$ cat config.mk
export PLATFORM = sky130hd
export DESIGN_NAME = cnn_conv_mac_seq
export DESIGN_NICKNAME = d
export VERILOG_FILES = /design/src/rtl/cnn_conv_mac_seq.sv
export SDC_FILE = /design/constraint.sdc
export NUM_CORES = 1
export LEC_CHECK = 0
export ABC_AREA = 1
export BUFFER_PORTS_ARGS = -buffer_cell sky130_fd_sc_hd__clkbuf_2
export CORE_AREA = 4 4 132 134
export CTS_CLUSTER_SIZE = 12
export DETAILED_ROUTE_END_ITERATION = 6
export DIE_AREA = 0 0 136 138
export HOLD_SLACK_MARGIN = 0.03
export PLACE_DENSITY = 0.65
export SYNTH_ARGS = -nofsm -noshare
export SYNTH_HDL_FRONTEND = slang
export SYNTH_SLANG_ARGS = --single-unit
$ cat constraint.sdc
create_clock -name ap_clk -period 4.08 [get_ports ap_clk]
set_input_delay 0.612 -clock ap_clk [delete_from_list [all_inputs] [get_ports ap_clk]]
set_output_delay 0.612 -clock ap_clk [all_outputs]
set_load 0.1 [all_outputs]
$ cat src/rtl/cnn_conv_mac_seq.sv
// Conv2 dot-product sequencer: feeds a shared external signed multiplier from two
// tap streams and accumulates the registered product, with saturation, onto a bias.
module cnn_conv_mac_seq #(
  parameter int A_W   = 9,
  parameter int B_W   = 14,
  parameter int P_W   = 23,
  parameter int ACC_W = 32,
  parameter int CNT_W = 8
) (
  input  logic                    ap_clk,
  input  logic                    ap_rst_n,
  input  logic                    ap_start,
  input  logic [CNT_W-1:0]        len,
  input  logic signed [ACC_W-1:0] bias,
  output logic                    ap_ready,
  output logic                    ap_idle,
  input  logic signed [A_W-1:0]   wgt_dat,
  input  logic                    wgt_vld,
  output logic                    wgt_rdy,
  input  logic signed [B_W-1:0]   pix_dat,
  input  logic                    pix_vld,
  output logic                    pix_rdy,
  output logic signed [A_W-1:0]   mul_a,
  output logic signed [B_W-1:0]   mul_b,
  input  logic signed [P_W-1:0]   mul_p,
  output logic signed [ACC_W-1:0] res_dat,
  output logic                    res_vld,
  input  logic                    res_rdy,
  output logic                    ovf
);

  typedef enum logic [1:0] {IDLE, RUN, DRAIN, OUT} state_t;

  state_t                  state;
  logic [CNT_W-1:0]        rem;
  logic                    s1;
  logic                    s2;
  logic signed [P_W-1:0]   p_reg;
  logic signed [ACC_W-1:0] acc;

  logic                    taps_left;
  logic                    fire;
  logic signed [ACC_W:0]   sum;
  logic                    clamp;
  logic signed [ACC_W-1:0] acc_nxt;

  // Both streams are handshaken together so a weight never pairs with a stale pixel.
  assign taps_left = (state == RUN) && (rem != '0);
  assign wgt_rdy   = taps_left && pix_vld;
  assign pix_rdy   = taps_left && wgt_vld;
  assign fire      = taps_left && wgt_vld && pix_vld;

  always_comb begin
    sum     = {acc[ACC_W-1], acc} + {{(ACC_W + 1 - P_W){p_reg[P_W-1]}}, p_reg};
    clamp   = sum[ACC_W] != sum[ACC_W-1];
    acc_nxt = sum[ACC_W-1:0];
    if (clamp) begin
      acc_nxt = sum[ACC_W] ? {1'b1, {(ACC_W - 1){1'b0}}} : {1'b0, {(ACC_W - 1){1'b1}}};
    end
  end

  always_ff @(posedge ap_clk or negedge ap_rst_n) begin
    if (!ap_rst_n) begin
      state    <= IDLE;
      ap_idle  <= 1'b1;
      ap_ready <= 1'b0;
      res_vld  <= 1'b0;
      res_dat  <= '0;
      ovf      <= 1'b0;
      mul_a    <= '0;
      mul_b    <= '0;
      rem      <= '0;
      s1       <= 1'b0;
      s2       <= 1'b0;
      p_reg    <= '0;
      acc      <= '0;
    end else begin
      ap_ready <= 1'b0;
      s1       <= fire;
      s2       <= s1;
      p_reg    <= mul_p;
      if (fire) begin
        mul_a <= wgt_dat;
        mul_b <= pix_dat;
        rem   <= rem - 1'b1;
      end
      if (s2) begin
        acc <= acc_nxt;
        if (clamp) ovf <= 1'b1;
      end
      case (state)
        IDLE: begin
          if (ap_start) begin
            ap_ready <= 1'b1;
            ap_idle  <= 1'b0;
            acc      <= bias;
            rem      <= len;
            ovf      <= 1'b0;
            state    <= (len != '0) ? RUN : DRAIN;
          end
        end
        RUN: begin
          if (fire && rem == CNT_W'(1)) state <= DRAIN;
        end
        DRAIN: begin
          // acc is final once no product is left in flight.
          if (!s1 && !s2) begin
            state   <= OUT;
            res_vld <= 1'b1;
            res_dat <= acc;
          end
        end
        OUT: begin
          if (res_rdy) begin
            state   <= IDLE;
            res_vld <= 1'b0;
            ap_idle <= 1'b1;
          end
        end
        default: state <= IDLE;
      endcase
    end
  end

endmodule
==> impl_metrics.csv <==
group,metric,value,unit
worst_setup_path,crit_fanout,32,
cts,cts_tree,"built",
timing,fmax,343,MHz
timing,period_minus_slack,2.92,ns
worst_setup_path,crit_arrival,3.26,ns
worst_setup_path,slowest_stage,"nand2_2",
logic_synthesis,avgSynthCellArea,7.62,sq um
timing,slew_headroom,0.316,
drt,wl_per_cell,14.9,microns
cts,clock_sinks,126,
run,max-cap-violations,0,
drt,routed_wl,20.3,mm
global_route,antenna_found_initial,0,
cts,cts.root.buffer_cell,"clkbuf_16",
logic_synthesis,ys_async_sr_fraction,1.00,
worst_setup_path,rr_worst_depth,18,
die,core,16300,sq um
timing,maxSlewViolCount,0,
drt,viasPerCell,4.96,
hold_path,hold_class,"input pin to async pin",
logic_synthesis,yosysTopAreaCellShare,0.422,
die,ioPinCount,153,
logic_synthesis,synth_most_common_cell,"nand2_1",
place,hpwlAfterDp,15.0,mm
timing,worstMarginPinSlew,1.02,ns
worst_setup_path,cp.depth,18,
cts,h-tree-depth,4,
worst_setup_path,worstSetupPathType,"flip-flop to flip-flop",
cts,clk_latency,0.42,ns
timing,tns,0,ns
worst_setup_path,crit_family,"simple AND/OR/NAND/NOR gates",
timing,fin_crit_sh,0.715,
timing,finClkSkew,0.00729,ns
logic_synthesis,synthDistinctLibCells,43,
timing,setup_viol,0,
die,fp.dieH,138,microns
drt,drt-initial-drc-count,424,
logic_synthesis,synthTopCellsByArea,"dfrtp_1 (42%), nand2_1 (18%), ha_1 (6.6%)",
drt,drc,0,
run_status,status,"finished clean",
place,port-buffer-count,152,
drt,via_count,6744,
worst_setup_path,path_buf_inv,2,
logic_synthesis,synth.cell_area,7420,sq um
worst_setup_path,cp_common_cell,"nand2_1",
global_route,grt_max_degree,63,
drt,ant_nets,0,
worst_setup_path,cp_data_required_time,4.43,ns
logic_synthesis,postSynthCellCount,973,
global_route,grt-ovfl-total,0,
cts,ctsHoldBuffers,0,
cts,postCtsSetupBuffers,0,
cts,cts_buffers,17,
logic_synthesis,yosys_warnings,0,
final_layout,diodes,0,
final_layout,drive_above_1_share,0.212,
drt,first_pass_iters,5,
worst_setup_path,critPathLaunchType,"flip-flop",
final_layout,design_area,8960,sq um
cts,clockBufferDepth,2,
die,start_util,0.455,
logic_synthesis,ys_seq_area_frac,0.425,
cts,clkTransAtPathRegs,0.06,ns
final_layout,fin_nets,1258,
logic_synthesis,synth_area_leader_cell,"dfrtp_1",
place,gp_congestion,0.952,
die,dieArea,18800,sq um
worst_setup_path,cp-end-kind,"flip-flop",
logic_synthesis,synth_seq_cells,126,
global_route,grt_pass1_vias,6906,
worst_setup_path,crit_path_max_incr_delay,0.51,ns
global_route,grt_pass1_wl,34.0,mm
logic_synthesis,synth_nets,1105,
logic_synthesis,synth_edf_count,0,
timing,hold_viol,0,
final_layout,area_delta_synth_final,20.9,%
die,dieWidth,136,microns
timing,rsz0062_at_grt,"no",
cts,cts_resized,0,
die,rows,47,
worst_setup_path,crit_chain,"ha_1, inv_1, fa_1, inv_1, nand2_1, nand2_1, nand3_1, nand2_1, nand2_1, nand2_2, nand2_2, nand3_1, nand2_2, nand2_2, nand3_1, nand2_1, nand2_1, a21oi_2",
logic_synthesis,ys_top_cells_by_count,"nand2_1 (364), dfrtp_1 (125), inv_1 (86), nor2_1 (74), a21oi_1 (73)",
logic_synthesis,ys_dominant_reg_cell,"dfrtp_1",
place,place_area,8370,sq um
global_route,grtUsageTotal,0.226,
cell usage in the layout (no fill, tap or decap), types with 4 or more instances in the layout:
| cell type | instances |
|---|---|
| clkbuf_16 | 17 |
| clkinv_4 | 4 |
| nor2_1 | 74 |
| inv_6 | 4 |
| buf_4 | 10 |
| a21oi_2 | 8 |
| nor3_1 | 9 |
| dfrtp_1 | 125 |
| nand2_1 | 364 |
| inv_2 | 4 |
| o21ai_0 | 32 |
| xnor2_1 | 5 |
| nand2_2 | 11 |
| o21bai_1 | 10 |
| nand3_1 | 29 |
| inv_1 | 86 |
| xor2_1 | 17 |
| nand3b_1 | 9 |
| mux2_2 | 17 |
| ha_1 | 39 |
| a21oi_1 | 73 |
| clkbuf_2 | 151 |
| nand4_1 | 5 |
cell families after synthesis:
family / share of synthesized area
AO/OA/AOI/OAI: 0.103
XOR/XNOR: 0.0260
adder cells (fa/ha/maj): 0.0685
buffers and inverters: 0.0666
flip-flops: 0.425
multiplexers: 0.0285
AND/OR/NAND/NOR: 0.282
per-stage QoR:
step | utilization | setup slack (ns) | hold slack [ns] | instances
2_1_floorplan | - | 1.84 | 0.316 | 973
3_3_place_gp | 0.514 | 1.25 | 0.377 | 1327
3_5_place_dp | 0.514 | 1.22 | 0.380 | 1327
4_1_cts | 0.550 | 1.19 | 0.278 | 1359
5_1_grt | 0.550 | 0.804 | 0.279 | 1359
6_report | 0.550 | 1.16 | 0.269 | 1359
final timing paths:
| path | startpoint | to | slack (ns) |
|---|---|---|---|
| setup / recovery | p_reg[0] | acc[20] | 1.16 |
| hold / removal | ap_rst_n | res_dat[13] | 0.27 |
| setup reg to reg | p_reg[0] | acc[20] | 1.16 |
| hold reg to reg | s1 | s2 | 0.39 |
| max in group asynchronous | ap_rst_n | acc[0] | 2.91 |
| min in group ap_clk | mul_p[17] | p_reg[17] | 0.29 |
cell type report:
| class | count | area [sq um] |
|---|---|---|
| well taps | 220 | 275 |
| inverters | 90 | 338 |
| flip-flops and latches | 126 | 3150 |
| repair buffers | 161 | 831 |
| fillers | 1574 | 7330 |
| multi-input cells | 730 | 3770 |
| clock buffers | 18 | 439 |
| clock inverters | 14 | 159 |
per-layer routing:
metal / global-route usage / share of wire / up-vias
met5: 0 / 0 / -
met4: 0.0626 / 0.017 / 0
met3: 0.0501 / 0.057 / 27
met2: 0.368 / 0.46 / 181
met1: 0.304 / 0.46 / 3119
li1: - / - / 3417
Power is left out: the tool's default activity adds up to more than one toggle a clock period on the data nets, which glitch-free logic cannot reach.
